<file path="config.mk">
export PLATFORM = sky130hd
export DESIGN_NAME = tdd_frame_scheduler_flat
export DESIGN_NICKNAME = d
export VERILOG_FILES = /design/src/rtl/tdd_frame_scheduler_if.sv /design/src/rtl/tdd_frame_scheduler.sv /design/src/flat_wrapper.sv
export SDC_FILE = /design/constraint.sdc
export NUM_CORES = 1
export LEC_CHECK = 0
export ABC_AREA = 1
export BUFFER_PORTS_ARGS = -buffer_cell sky130_fd_sc_hd__buf_4
export CORE_MARGIN = 4
export CORE_UTILIZATION = 55
export CTS_CLUSTER_SIZE = 10
export DETAILED_ROUTE_END_ITERATION = 8
export PLACE_DENSITY = 0.73
export REMOVE_ABC_BUFFERS = 1
export SLEW_MARGIN = 40
export SYNTH_ARGS = -nofsm -noshare
export SYNTH_HDL_FRONTEND = slang
export SYNTH_SLANG_ARGS = --single-unit
export TNS_END_PERCENT = 20
</file>
<file path="constraint.sdc">
create_clock -name clk -period 7.47 [get_ports clk]
set_input_delay 1.8675 -clock clk [delete_from_list [all_inputs] [get_ports clk]]
set_output_delay 1.8675 -clock clk [all_outputs]
set_load 0.005 [all_outputs]
</file>
<file path="src/rtl/tdd_frame_scheduler_if.sv">
// rtl/tdd_frame_scheduler_if.sv - register-side configuration and frame-adjust bundle for the TDD frame scheduler
//
// frame_len    frame length in samples (quasi-static)
// tstart/tend  TX window [tstart, tend) in samples
// rstart/rend  RX window [rstart, rend) in samples
// frame_adj    signed one-shot frame length correction
// adj_req      single-cycle pulse requesting frame_adj
// adj_pending  high while an adjust waits for the next frame start
// master: register space side, slave: scheduler side
interface tdd_frame_scheduler_if #(
    parameter int CNT_W = 24
);
    logic [CNT_W-1:0] frame_len;
    logic [CNT_W-1:0] tstart;
    logic [CNT_W-1:0] tend;
    logic [CNT_W-1:0] rstart;
    logic [CNT_W-1:0] rend;
    logic [CNT_W-1:0] frame_adj;
    logic             adj_req;
    logic             adj_pending;

    modport master (
        output frame_len, tstart, tend, rstart, rend, frame_adj, adj_req,
        input  adj_pending
    );

    modport slave (
        input  frame_len, tstart, tend, rstart, rend, frame_adj, adj_req,
        output adj_pending
    );
endinterface

</file>
<file path="src/rtl/tdd_frame_scheduler.sv">
// rtl/tdd_frame_scheduler.sv - TDD frame sequencer: sample counter, TX/RX window decode and RF gate drive
//
// clk        sample-domain clock
// rst_n      synchronous active-low reset
// ce         sample strobe; the frame counter advances only on ce
// en         TDD mode enable
// cfg        configuration / adjust bundle (slave side)
// frame_cnt  current sample index in the frame
// frame_num  frames started since the last entry to RUN
// frame_sync one-clk pulse at each frame start
// tx_en, tx_rx, pa_en, rf_sw  TX window gates
// rx_en      RX window gate, suppressed while TX is active
// conflict   sticky TX/RX window overlap flag
module tdd_frame_scheduler #(
    parameter int CNT_W = 24
) (
    input  logic                  clk,
    input  logic                  rst_n,
    input  logic                  ce,
    input  logic                  en,
    tdd_frame_scheduler_if.slave  cfg,
    output logic [CNT_W-1:0]      frame_cnt,
    output logic [31:0]           frame_num,
    output logic                  frame_sync,
    output logic                  tx_en,
    output logic                  rx_en,
    output logic                  tx_rx,
    output logic                  pa_en,
    output logic                  rf_sw,
    output logic                  conflict
);

    typedef enum logic {
        IDLE = 1'b0,
        RUN  = 1'b1
    } state_t;

    state_t           state;

    logic [CNT_W-1:0] len_sh;
    logic [CNT_W-1:0] tstart_sh;
    logic [CNT_W-1:0] tend_sh;
    logic [CNT_W-1:0] rstart_sh;
    logic [CNT_W-1:0] rend_sh;
    logic [CNT_W-1:0] adj_sh;
    logic [CNT_W-1:0] adj_val;
    logic             adj_pend_q;

    logic signed [CNT_W:0] len_sum;
    logic [CNT_W:0]   l_eff;
    logic [CNT_W:0]   l_last;
    logic             wrap;

    logic             start;
    logic             advance;
    logic [CNT_W-1:0] cnt_nxt;
    logic [CNT_W-1:0] ts_n;
    logic [CNT_W-1:0] te_n;
    logic [CNT_W-1:0] rs_n;
    logic [CNT_W-1:0] re_n;
    logic             txw;
    logic             rxw;

    // Effective length of the running frame; anything that comes out
    // non-positive is clamped to a one-sample frame.
    assign len_sum = $signed({1'b0, len_sh}) + $signed({adj_sh[CNT_W-1], adj_sh});
    assign l_eff   = (len_sum[CNT_W] || (len_sum == '0)) ? {{CNT_W{1'b0}}, 1'b1}
                                                         : $unsigned(len_sum);
    assign l_last  = l_eff - (CNT_W+1)'(1);
    assign wrap    = ({1'b0, frame_cnt} == l_last);

    always_comb begin
        start   = 1'b0;
        advance = 1'b0;
        cnt_nxt = frame_cnt;
        if (state == IDLE) begin
            if (en && ce) begin
                start   = 1'b1;
                advance = 1'b1;
                cnt_nxt = '0;
            end
        end else if (ce) begin
            advance = 1'b1;
            if (wrap) begin
                start   = 1'b1;
                cnt_nxt = '0;
            end else begin
                cnt_nxt = frame_cnt + CNT_W'(1);
            end
        end
    end

    // Windows are decoded from the values the registers are about to take,
    // so on a frame start the freshly sampled window bounds apply to sample 0.
    assign ts_n = start ? cfg.tstart : tstart_sh;
    assign te_n = start ? cfg.tend   : tend_sh;
    assign rs_n = start ? cfg.rstart : rstart_sh;
    assign re_n = start ? cfg.rend   : rend_sh;

    assign txw = (cnt_nxt >= ts_n) && (cnt_nxt < te_n);
    assign rxw = (cnt_nxt >= rs_n) && (cnt_nxt < re_n);

    always_ff @(posedge clk) begin
        if (!rst_n) begin
            state      <= IDLE;
            frame_cnt  <= '0;
            frame_num  <= '0;
            frame_sync <= 1'b0;
            tx_en      <= 1'b0;
            rx_en      <= 1'b0;
            tx_rx      <= 1'b0;
            pa_en      <= 1'b0;
            rf_sw      <= 1'b0;
            conflict   <= 1'b0;
            len_sh     <= '0;
            tstart_sh  <= '0;
            tend_sh    <= '0;
            rstart_sh  <= '0;
            rend_sh    <= '0;
            adj_sh     <= '0;
            adj_val    <= '0;
            adj_pend_q <= 1'b0;
        end else if (state == RUN && !en) begin
            // Disable drops every gate immediately, independent of ce.
            state      <= IDLE;
            frame_cnt  <= '0;
            frame_num  <= '0;
            frame_sync <= 1'b0;
            tx_en      <= 1'b0;
            rx_en      <= 1'b0;
            tx_rx      <= 1'b0;
            pa_en      <= 1'b0;
            rf_sw      <= 1'b0;
            conflict   <= 1'b0;
            adj_pend_q <= 1'b0;
        end else begin
            frame_sync <= start;
            if (advance) begin
                frame_cnt <= cnt_nxt;
                tx_en     <= txw;
                tx_rx     <= txw;
                pa_en     <= txw;
                rf_sw     <= txw;
                rx_en     <= rxw & ~txw;
                if (txw && rxw) begin
                    conflict <= 1'b1;
                end
            end
            if (start) begin
                state     <= RUN;
                frame_num <= (state == IDLE) ? 32'd0 : frame_num + 32'd1;
                len_sh    <= cfg.frame_len;
                tstart_sh <= cfg.tstart;
                tend_sh   <= cfg.tend;
                rstart_sh <= cfg.rstart;
                rend_sh   <= cfg.rend;
                adj_sh    <= adj_pend_q ? adj_val : '0;
            end
            // A request arriving on a frame-start edge is kept for the
            // following frame rather than consumed by this one.
            if (cfg.adj_req) begin
                adj_val    <= cfg.frame_adj;
                adj_pend_q <= 1'b1;
            end else if (start) begin
                adj_pend_q <= 1'b0;
            end
        end
    end

    assign cfg.adj_pending = adj_pend_q;

endmodule

</file>
<file path="src/flat_wrapper.sv">
// flat-port wrapper written by rule: the top's interface ports become plain ports
module tdd_frame_scheduler_flat 
#(
    parameter int CNT_W = 24
)
  (clk, rst_n, ce, en, frame_cnt, frame_num, frame_sync, tx_en, rx_en, tx_rx, pa_en, rf_sw, conflict, cfg_frame_len, cfg_tstart, cfg_tend, cfg_rstart, cfg_rend, cfg_frame_adj, cfg_adj_req, cfg_adj_pending);
  tdd_frame_scheduler_if #(.CNT_W(CNT_W)) cfg_i ();
  input  logic clk;
  input  logic rst_n;
  input  logic ce;
  input  logic en;
  output logic [CNT_W-1:0] frame_cnt;
  output logic [31:0] frame_num;
  output logic frame_sync;
  output logic tx_en;
  output logic rx_en;
  output logic tx_rx;
  output logic pa_en;
  output logic rf_sw;
  output logic conflict;
  input wire logic [$bits(cfg_i.frame_len)-1:0] cfg_frame_len;
  input wire logic [$bits(cfg_i.tstart)-1:0] cfg_tstart;
  input wire logic [$bits(cfg_i.tend)-1:0] cfg_tend;
  input wire logic [$bits(cfg_i.rstart)-1:0] cfg_rstart;
  input wire logic [$bits(cfg_i.rend)-1:0] cfg_rend;
  input wire logic [$bits(cfg_i.frame_adj)-1:0] cfg_frame_adj;
  input wire logic [$bits(cfg_i.adj_req)-1:0] cfg_adj_req;
  output wire logic [$bits(cfg_i.adj_pending)-1:0] cfg_adj_pending;
  assign cfg_i.frame_len = cfg_frame_len;
  assign cfg_i.tstart = cfg_tstart;
  assign cfg_i.tend = cfg_tend;
  assign cfg_i.rstart = cfg_rstart;
  assign cfg_i.rend = cfg_rend;
  assign cfg_i.frame_adj = cfg_frame_adj;
  assign cfg_i.adj_req = cfg_adj_req;
  assign cfg_adj_pending = cfg_i.adj_pending;
  tdd_frame_scheduler #(.CNT_W(CNT_W)) u_core (.clk(clk), .rst_n(rst_n), .ce(ce), .en(en), .cfg(cfg_i), .frame_cnt(frame_cnt), .frame_num(frame_num), .frame_sync(frame_sync), .tx_en(tx_en), .rx_en(rx_en), .tx_rx(tx_rx), .pa_en(pa_en), .rf_sw(rf_sw), .conflict(conflict));
endmodule
</file>
==> reports/metrics.yaml, run 1 <==
final_layout:
  fillers: 2609
  drive_gt1_share_pct: 14.3
  finalNetCount: 2783
  syn2layout_area_growth_pct: 17.4
  fin_util_pct: 65.7
  antennaDiodeCount: 0
pwr:
  pwr-share-clk_pct: 36.6
  p_sw_share_pct: 30.3
  combinationalPowerShare_pct: 21.9
  pwr_density_cell_nw_per_um2: 173
  ir_drop_v: 0.000184
  p_int_mw: 2.22
  sequentialPowerShare_pct: 41.5
  p_leak_nw: 8.69
  p_switching_uw: 962
placed_design:
  dpl.hpwl_um: 35900
  gp_congestion: 0.999
  io_buffers: 212
logic_synthesis:
  yosysSeqAreaShare_pct: 29.5
  synth-edff-count: 0
  synth_top_area_share_pct: 29.5
  synth-seq-cells: 230
  postSynthAreaPerCell_um2: 6.69
  synthArstFlopShare_pct: 0
  synthDistinctLibCells: 59
  netlist_area_um2: 15600
  yosys_warnings: 0
  synth_area_leaders: "dfxtp_1 29%, nand2_1 11%, nor2_1 9.9%"
  synth_most_common_cell: "nand2_1"
  synth-main-ff-cell: "dfxtp_1"
  synth_cells: 2335
  synth_common_cells: "476 x nand2_1, 411 x nor2_1, 230 x dfxtp_1, 217 x inv_1, 208 x o21ai_0"
  synth_area_leader_cell: "dfxtp_1"
floorplanning:
  die_w_um: 177
  core_region_area_um2: 27900
  die_area_um2: 31200
  start_util_pct: 56.0
  die_h_um: 177
  num_io_pins: 213
  fp-row-count: 61
global_routing:
  antenna_found_initial: 0
  overflow: 0
  grt_usage_pct: 29.4
  grt_pass1_wl_um: 75600
  grt_max_degree: 115
  gr-usage-met2_pct: 48.7
  busiest_layer: "met2"
  met3_usage_pct: 4.97
  grt_pass1_vias: 15215
  globalRouteMet1Util_pct: 39.0
sta:
  drv_slew: 0
  skew_ns: 0.0125
  timing.hold.ws_ns: 0.459
  finalHoldViolCount: 0
  finalCriticalPeriod_ns: 6.88
  worst_pin_slew_ns: 0.777
  fin_tns_setup_ns: 0
  relSlewSlack_pct: 47.9
  fin_crit_sh_pct: 92.1
  rsz0062_at_grt: "false"
  setup_viol: 0
  fmax_mhz: 145
clocking:
  htreeDepth: 1
  hold_buffers: 0
  cts_sinks: 230
  clkLatencyLatePin_ns: 0.56
  cts_inserted_buffers: 27
  clk_pin_slew_ns: 0.06
  cts_tree: "yes"
  cts-root-buf: "clkbuf_16"
  cts_max_path_buffers: 3
worst_setup_path:
  slowest_stage: "fa_2"
  endpoint_kind: "flip-flop"
  critPathBufInv: 5
  critPathTopFamily: "simple AND/OR/NAND/NOR gates"
  timing.critical_path.mode_cell: "nand2_1"
  cp_data_arrival_time_ns: 7.30
  cp_max_fo: 26
  crit_type: "flip-flop to flip-flop"
  worstPathRequired_ns: 7.89
  cpPeakStageDelay_ns: 0.40
  cp-start-kind: "flip-flop"
routing:
  vias_per_cell: 5.50
  detail_route.iter0.violations: 1002
  drt-total-wl_um: 47400
  wl_per_cell_um: 16.4
  drc_errors: 0
  vias: 15939
  dr.pass1.iters: 5
  antenna_left: 0
run:
  maxCapViolCount: 0
run_status:
  run_status: "finished clean"
min_path:
  hp-class: "flip-flop to flip-flop"
per-stage QoR:
step	instance area [um2]	power (mW)	instances	setup slack [ns]
after floorplan	15200	1.78	2246	-4.24
after global placement	17500	2.01	2857	0.360
after detailed placement	17500	2.02	2857	0.282
after CTS	18200	3.18	2894	0.269
after global routing	18300	3.34	2898	0.000639
final	18300	3.18	2898	0.593
placed cells by master (no fill, tap or decap), types with 6 or more instances in the layout:
| cell type | netlist | layout |
|---|---|---|
| clkbuf_16 | 0 | 28 |
| clkbuf_1 | 52 | 8 |
| inv_2 | 20 | 18 |
| o21ai_1 | 5 | 7 |
| xor2_1 | 27 | 26 |
| ha_1 | 121 | 118 |
| o21ai_0 | 208 | 205 |
| buf_4 | 10 | 231 |
| o211ai_1 | 9 | 9 |
| nand2_1 | 476 | 469 |
| nor2_1 | 411 | 403 |
| nand3_1 | 134 | 134 |
| a21oi_1 | 97 | 97 |
| dfxtp_1 | 230 | 230 |
| nor4_1 | 11 | 11 |
| inv_1 | 217 | 216 |
| nor2_2 | 12 | 18 |
| nand2_2 | 10 | 17 |
| nor2_4 | 6 | 8 |
| xnor2_1 | 7 | 7 |
| nand4_1 | 37 | 37 |
| o21a_1 | 8 | 8 |
| nand3b_1 | 7 | 7 |
| mux2i_1 | 83 | 83 |
| nor3_1 | 36 | 36 |
| clkinv_1 | 5 | 6 |
final timing paths:
check                                       start           endpoint  slack, ns  cells past startpoint
worst min-delay path            u_core.rend_sh[0]  u_core.rend_sh[0]       0.46                      2
worst max register to register   u_core.adj_sh[0]    u_core.conflict       0.59                     47
worst max-delay path             u_core.adj_sh[0]    u_core.conflict       0.59                     47
worst min register to register  u_core.rend_sh[0]  u_core.rend_sh[0]       0.46                      2
cells by family after synthesis:
kind of cell	after synthesis	share of synthesized area, %
xor gates and xnor gates	36	2.19
DFF	230	29.5
and+or+nand+nor	1165	31.8
adders and majority gates	122	9.81
buffers and inverters	331	8.50
muxes	83	5.31
AOI/OAI and AO/OA	368	12.9
worst reg2reg max path, delay by kind of cell, from the launching register on:
family	cells	cell delay [ns]
muxes	1	0.25
xor gates and xnor gates	1	0.19
and+or+nand+nor	28	2.88
adders and majority gates	4	1.24
DFF	1	0.31
AOI/OAI and AO/OA	8	1.27
buffers and inverters	5	0.63
sequential cells by signal, indices dropped and copies added, names as in the netlist:
| register | flops |
|---|---|
| u_core.frame_num | 32 |
| u_core.adj_sh | 24 |
| u_core.adj_val | 24 |
| u_core.frame_cnt | 24 |
| u_core.len_sh | 24 |
| u_core.rend_sh | 24 |
| u_core.rstart_sh | 24 |
| u_core.tend_sh | 24 |
| u_core.tstart_sh | 24 |
| u_core.cfg.adj_pending | 1 |
| u_core.conflict | 1 |
| u_core.frame_sync | 1 |
| u_core.rx_en | 1 |
| u_core.state | 1 |
| u_core.tx_en | 1 |
area by class of cell:
type                    instances  area [um2]  share of cell area, %
multi-input cells            1774        9780                   53.3
flip-flops and latches        230        4600                   25.1
repair buffers                237        1840                   10.0
inverters                     242         912                   4.97
clock buffers                  36         719                   3.92
well taps                     378         473                   2.58
clock inverters                 1        20.0                  0.109
power groups by stage:
stage          sequential [mW]  combinational, mW  clock [mW]
2_1_floorplan             1.34              0.446           0
6_report                  1.32              0.696        1.16
3_5_place_dp              1.34              0.676           0
5_1_grt                   1.32              0.780        1.23
4_1_cts                   1.32              0.680        1.19
3_3_place_gp              1.34              0.669           0
layer usage:
layer  vias up  part of all wire (%)
met4         0                   3.4
met3        96                   6.7
met1      7318                    44
met2       499                    46
met5         -                     0
li1       8026                     -
repair_timing:
item | 4_1_cts | 5_1_grt
endpoints found under the setup margin | 0 | 3
setup buffers | 0 | 3
resized for setup | 0 | 28
Note: power is estimated with default switching activity, not from simulation.
==> run 2, diff against run 1 <==
--- a/config.mk
+++ b/config.mk
@@ -7,11 +7,13 @@
 export LEC_CHECK = 0
 export ABC_AREA = 1
 export BUFFER_PORTS_ARGS = -buffer_cell sky130_fd_sc_hd__buf_4
+export CELL_PAD_IN_SITES_DETAIL_PLACEMENT = 0
+export CELL_PAD_IN_SITES_GLOBAL_PLACEMENT = 2
 export CORE_MARGIN = 4
-export CORE_UTILIZATION = 55
+export CORE_UTILIZATION = 32
 export CTS_CLUSTER_SIZE = 10
 export DETAILED_ROUTE_END_ITERATION = 8
-export PLACE_DENSITY = 0.73
+export PLACE_DENSITY = 0.76
 export REMOVE_ABC_BUFFERS = 1
 export SLEW_MARGIN = 40
 export SYNTH_ARGS = -nofsm -noshare
==> reports/metrics.yaml, run 2 (synthesized netlist as in run 1, its figures left out) <==
run_status:
  run_status: "finished clean"
clocking:
  htreeDepth: 1  # unchanged
  cts-root-buf: "clkbuf_16"
  cts_tree: "yes"
  cts_inserted_buffers: 30  # +11%
  cts_sinks: 230  # unchanged
  clkLatencyLatePin_ns: 0.60  # +0.04 ns
  clk_pin_slew_ns: 0.06  # about the same
  cts_max_path_buffers: 3  # unchanged
final_layout:
  final_cell_mix: "470 x nand2_1, 404 x nor2_1, 236 x buf_4"
  syn2layout_area_growth_pct: 21.3
  fin_util_pct: 39.5  # -26 points
  drive_gt1_share_pct: 15.0  # +0.68 points
  multi_input_area_um2: 9820  # +0.35%
  top_register: "u_core.frame_num"
  final_common_cell: "nand2_1"
  regArea_um2: 4600  # unchanged
  fillers: 5122  # +96%
  largest_reg_flops: 32  # unchanged
  design_area_um2: 19000  # +3.3%
  finalNetCount: 2792  # +0.32%
floorplanning:
  num_io_pins: 213  # unchanged
  fp-row-count: 80  # +31%
  core_region_area_um2: 48000  # +72%
  die_h_um: 229  # +30%
  die_w_um: 229  # +30%
  die_area_um2: 52400  # +68%
  start_util_pct: 32.5  # -23 points
sta:
  fmax_mhz: 145  # about the same
  skew_ns: 0.0276  # +0.0152 ns
  relSlewSlack_pct: 49.8  # +1.9 points
  fin_tns_setup_ns: 0  # unchanged
  fin_crit_sh_pct: 92.1  # about the same
  drv_slew: 0  # unchanged
  rsz0062_at_grt: "false"
  finalHoldViolCount: 0  # unchanged
  setup_viol: 0  # unchanged
  worst_pin_slew_ns: 0.753  # -0.0244 ns
  finalCriticalPeriod_ns: 6.88  # +0.00371 ns
  timing.hold.ws_ns: 0.460  # +0.00173 ns
worst_setup_path:
  crit_type: "flip-flop to flip-flop"
  slowest_stage: "ha_1"
  cp_max_fo: 12  # -54%
  r2r_slack_ns: 0.59  # about the same
  cp-start-kind: "flip-flop"
  r2r_end: "u_core.rx_en"
  endpoint_kind: "flip-flop"
  worstPathRequired_ns: 7.93  # +0.04 ns
  reg2reg_from: "u_core.adj_sh[13]"
  cpPeakStageDelay_ns: 0.41  # about the same
  cp_data_arrival_time_ns: 7.34  # +0.04 ns
  r2r_cells: 39  # -17%
pwr:
  ir_drop_v: 0.000172  # -6.8%
  p_leak_nw: 8.87  # +2.0%
  power_mw: 3.44  # +8.2%
  pwr_density_cell_nw_per_um2: 181  # +4.7%
global_routing:
  grt_pass1_wl_um: 87300  # +15%
  met3_usage_pct: 3.58  # -1.4 points
  globalRouteMet1Util_pct: 27.6  # -11 points
  grt_pass1_vias: 15373  # +1.0%
  gr-usage-met2_pct: 34.2  # -15 points
  grt_max_degree: 138  # +20%
  busiest_layer: "met2"
  antenna_found_initial: 2  # +2
  grt_usage_pct: 20.5  # -8.9 points
  overflow: 0  # unchanged
run:
  maxCapViolCount: 0  # unchanged
min_path:
  holdPathStages: 2  # unchanged
  holdPathEnd: "u_core.conflict"
  hp-start: "u_core.conflict"
  hp-class: "flip-flop to flip-flop"
placed_design:
  io_buffers: 212  # unchanged
  gp_congestion: 0.905  # -9.4%
  dpl.hpwl_um: 42200  # +18%
  post_dp_cell_area_um2: 17900  # +2.2%
routing:
  detail_route.iter0.violations: 926  # -7.6%
  wl_per_cell_um: 17.5  # +6.7%
  dr.pass1.iters: 5  # unchanged
  antenna_left: 0  # unchanged
  drc_errors: 0  # unchanged
  vias_per_cell: 4.92  # -11%
  vias: 15510  # -2.7%
  drt-total-wl_um: 55100  # +16%
[run 2: changes by cell type in the layout (fill, tap and decap cells not counted), moves of 2 or more]
cell | previous run | this run
nand2_2 | 17 | 15
buf_6 | 3 | 0
buf_4 | 231 | 236
clkbuf_16 | 28 | 30
clkbuf_8 | 1 | 6
o21ai_0 | 205 | 207
nor2_2 | 18 | 16
nor4_1 | 11 | 9
buf_12 | 0 | 7
inv_2 | 18 | 20
clkinv_2 | 1 | 5
[run 2: how the worst max path moves through the flow]
stage / from / end / slack (ns) / cells past startpoint
final: u_core.adj_sh[13] / u_core.rx_en / 0.59 / 39
after global routing: u_core.adj_sh[0] / u_core.rx_en / 0.009 / 50
after CTS: u_core.adj_sh[0] / u_core.rx_en / 0.11 / 46
after detailed placement: u_core.adj_sh[0] / u_core.conflict / 0.12 / 46
after global placement: u_core.adj_sh[13] / u_core.conflict / 0.17 / 44
after floorplan: u_core.adj_sh[0] / u_core.rend_sh[0] / -4.24 / 31
[run 2: per-stage QoR]
stage,std cells,setup WS [ns]
after CTS,3150,0.106
after detailed placement,3100,0.120
final,3155,0.589
after global routing,3154,0.00947
after global placement,3100,0.174
after floorplan,2246,-4.24
[run 2: report_power, final]
group / internal (mW) / switching, mW / leakage (nW) / total (mW)
Combinational: 0.273 / 0.448 / 6.52 / 0.720
Sequential: 1.29 / 0.0288 / 1.88 / 1.32
Clock: 0.826 / 0.577 / 0.462 / 1.40
Total: 2.39 / 1.05 / 8.87 / 3.44
[run 2: worst max-delay path, delay by kind of cell, from the launching register on]
| kind | cells | cell delay [ns] |
|---|---|---|
| simple gates | 18 | 2.84 |
| compound gates | 14 | 2.10 |
| fa+ha+maj | 2 | 0.72 |
| xor+xnor | 2 | 0.40 |
| buf+inv | 3 | 0.37 |
| flops | 1 | 0.31 |
[run 2: what timing repair did]
action | in CTS | in global routing
endpoints found under the setup margin | 0 | 3
gates resized for setup | 0 | 26
setup buffers | 0 | 4
hold buffers | 0 | 0
[run 2: layout make-up]
cell class / count / area share (%)
Clock buffer: 43 / 4.53
Inverter: 242 / 4.80
Multi-Input combinational cell: 1774 / 51.8
Tap cell: 615 / 4.06
Clock inverter: 7 / 0.462
Timing Repair Buffer: 243 / 10.1
Antenna cell: 1 / 0.0132
Sequential cell: 230 / 24.3
[run 2: metal layers]
metal	routed length, um	vias to the layer above
li1	-	8048
met1	25700	7134
met2	25600	259
met3	2360	67
met4	1370	2
met5	20	-
==> run 3, diff against run 2 <==
--- a/config.mk
+++ b/config.mk
@@ -7,13 +7,15 @@
 export LEC_CHECK = 0
 export ABC_AREA = 1
 export BUFFER_PORTS_ARGS = -buffer_cell sky130_fd_sc_hd__buf_4
+export CAP_MARGIN = 20
 export CELL_PAD_IN_SITES_DETAIL_PLACEMENT = 0
 export CELL_PAD_IN_SITES_GLOBAL_PLACEMENT = 2
 export CORE_MARGIN = 4
-export CORE_UTILIZATION = 32
+export CORE_UTILIZATION = 35
 export CTS_CLUSTER_SIZE = 10
 export DETAILED_ROUTE_END_ITERATION = 8
-export PLACE_DENSITY = 0.76
+export GPL_TIMING_DRIVEN = 0
+export PLACE_DENSITY = 0.83
 export REMOVE_ABC_BUFFERS = 1
 export SLEW_MARGIN = 40
 export SYNTH_ARGS = -nofsm -noshare
==> constraint.sdc (replaced) <==
create_clock -name clk -period 8.4 [get_ports clk]
set_input_delay 2.1 -clock clk [delete_from_list [all_inputs] [get_ports clk]]
set_output_delay 2.1 -clock clk [all_outputs]
set_load 0.005 [all_outputs]
==> reports/metrics.yaml, run 3 (synthesized netlist as in run 1, its figures left out) <==
clocking:
  cts_max_path_buffers: 3  # unchanged
  cts_inserted_buffers: 28  # -6.7%
  clkLatencyLatePin_ns: 0.60  # about the same
  cts_sinks: 230  # unchanged
  cts_tree: "yes"
  cts-root-buf: "clkbuf_16"
  htreeDepth: 1  # unchanged
  clk_pin_slew_ns: 0.06  # about the same
pwr:
  pwr_density_cell_nw_per_um2: 157  # -13%
  ir_drop_v: 0.000138  # -20%
  p_leak_nw: 8.85  # -0.19%
routing:
  drt-total-wl_um: 52300  # -5.1%
  wl_per_cell_um: 16.8  # -3.9%
  detail_route.iter0.violations: 927  # +0.11%
  drc_errors: 0  # unchanged
  vias_per_cell: 4.96  # +0.98%
  dr.pass1.iters: 6  # +1
  antenna_left: 0  # unchanged
  vias: 15468  # -0.27%
global_routing:
  antenna_found_initial: 0  # -2
  grt_pass1_wl_um: 80900  # -7.3%
  grt_max_degree: 89  # -36%
  grt_pass1_vias: 14683  # -4.5%
  overflow: 0  # unchanged
  grt_usage_pct: 20.8  # +0.37 points
sta:
  fmax_mhz: 129  # -11%
  drv_slew: 0  # unchanged
  setup_viol: 0  # unchanged
  rsz0062_at_grt: "false"
  worst_pin_slew_ns: 0.795  # +0.0419 ns
  finalCriticalPeriod_ns: 7.77  # +0.893 ns
  relSlewSlack_pct: 46.5  # -3.4 points
  timing.hold.ws_ns: 0.459  # -0.000985 ns
  skew_ns: 0.0412  # +0.0136 ns
  setup_slack_ns: 0.626  # +0.0368 ns
  fin_crit_sh_pct: 92.5  # +0.44 points
  finalHoldViolCount: 0  # unchanged
worst_setup_path:
  crit_type: "flip-flop to flip-flop"
  worstSetupStartpoint: "u_core.adj_sh[0]"
  r2r_end: "u_core.conflict"
  critPathTopFamily: "simple AND/OR/NAND/NOR gates"
  endpoint_kind: "flip-flop"
  reg2reg_from: "u_core.adj_sh[0]"
  timing.critical_path.mode_cell: "nand2_1"
  cp_data_arrival_time_ns: 8.23  # +0.89 ns
  critPathBufInv: 2  # -1
  worstPathRequired_ns: 8.86  # +0.93 ns
  slowest_stage: "fa_1"
  cp-start-kind: "flip-flop"
  r2r_cells: 46  # +18%
  cpPeakStageDelay_ns: 0.48  # +0.07 ns
  cp_max_fo: 21  # +9
  r2r_slack_ns: 0.63  # +0.04 ns
floorplanning:
  start_util_pct: 35.3  # +2.8 points
  die_w_um: 219  # -4.2%
  core_region_area_um2: 44200  # -8.0%
  fp-row-count: 77  # -3.8%
  die_area_um2: 48100  # -8.3%
  die_h_um: 219  # -4.2%
  num_io_pins: 213  # unchanged
min_path:
  holdPathStages: 2  # unchanged
  hp-class: "flip-flop to flip-flop"
  hp-start: "u_core.rend_sh[0]"
  holdPathEnd: "u_core.rend_sh[0]"
final_layout:
  fin_cells: 3116  # -1.2%
  final_cell_mix: "474 x nand2_1, 404 x nor2_1, 229 x dfxtp_1"
  antennaDiodeCount: 0  # -1
  finalNetCount: 2783  # -0.32%
  final_common_cell: "nand2_1"
  top_register: "u_core.frame_num"
  largest_reg_flops: 32  # unchanged
  drive_gt1_share_pct: 14.1  # -0.86 points
  design_area_um2: 18900  # -0.19%
  syn2layout_area_growth_pct: 21.1
placed_design:
  gp_congestion: 0.886  # -2.1%
  io_buffers: 212  # unchanged
  dpl.hpwl_um: 39200  # -7.1%
  place_inst: 3062  # -1.2%
  post_dp_cell_area_um2: 17900  # +0.23%
  dp_slack_ns: -0.0981  # -0.218 ns
run:
  maxCapViolCount: 0  # unchanged
run_status:
  run_status: "finished clean"
run 3: cell types whose count changed in the layout (fill, tap and decap cells not counted), sizes merged:
cell,change
clkinvlp,-1
clkinv,-5
a21oi,+1
nand2,+1
inv,+1
buf,-11
diode,-1
clkbuf,-1
run 3: worst max-delay path by stage:
stage,to,slack (ns),cells after the start
after global placement,u_core.len_sh[1],-12.35,31
after global routing,u_core.conflict,0.03,48
after CTS,u_core.conflict,0.03,52
after detailed placement,u_core.conflict,-0.1,47
after floorplan,u_core.rend_sh[0],-3.31,31
final,u_core.conflict,0.63,46
run 3: per-stage QoR:
step            TNS, ns  power [mW]  util (%)
2_1_floorplan   -417.59        1.59         -
3_3_place_gp   -1636.49        1.81      39.7
3_5_place_dp     -0.189        1.82      40.5
4_1_cts               0        3.01      42.4
5_1_grt               0        3.14      42.8
6_report              0        2.97      42.8
run 3: metal layers:
metal,GRT usage [%],up-vias,part of all wire [%]
met5,0,-,0
met4,4.17,0,2.0
met3,3.72,58,5.0
met2,35.0,301,46
met1,28.2,7076,46
li1,-,8033,-
run 3: worst register-to-register path: cells and delay by family (launching register included):
kind            cells  cell delay [ns]
compound gates     15             2.52
fa+ha+maj           4             1.30
buf+inv             2             0.12
flops               1             0.32
simple gates       25             3.37
run 3: power breakdown:
group	switching, mW	total [mW]	internal [mW]
clock network	0.491	1.16	0.671
registers	0.0306	1.18	1.14
logic	0.387	0.634	0.247
total	0.908	2.97	2.06
run 3: final cells by class:
type | count | area [um2]
Clock buffer | 40 | 786
Clock inverter | 2 | 60.1
Fill cell | 4694 | 25300
Inverter | 242 | 920
Multi-Input combinational cell | 1776 | 9810
Sequential cell | 230 | 4610
Tap cell | 592 | 741
Timing Repair Buffer | 234 | 2000
run 3: what timing repair did:
item,CTS,global route
setup buffers,0,8
cloned,0,4
endpoints found under the setup margin,2,3
resized for setup,1,13
hold buffers,0,0
pin swaps,0,3
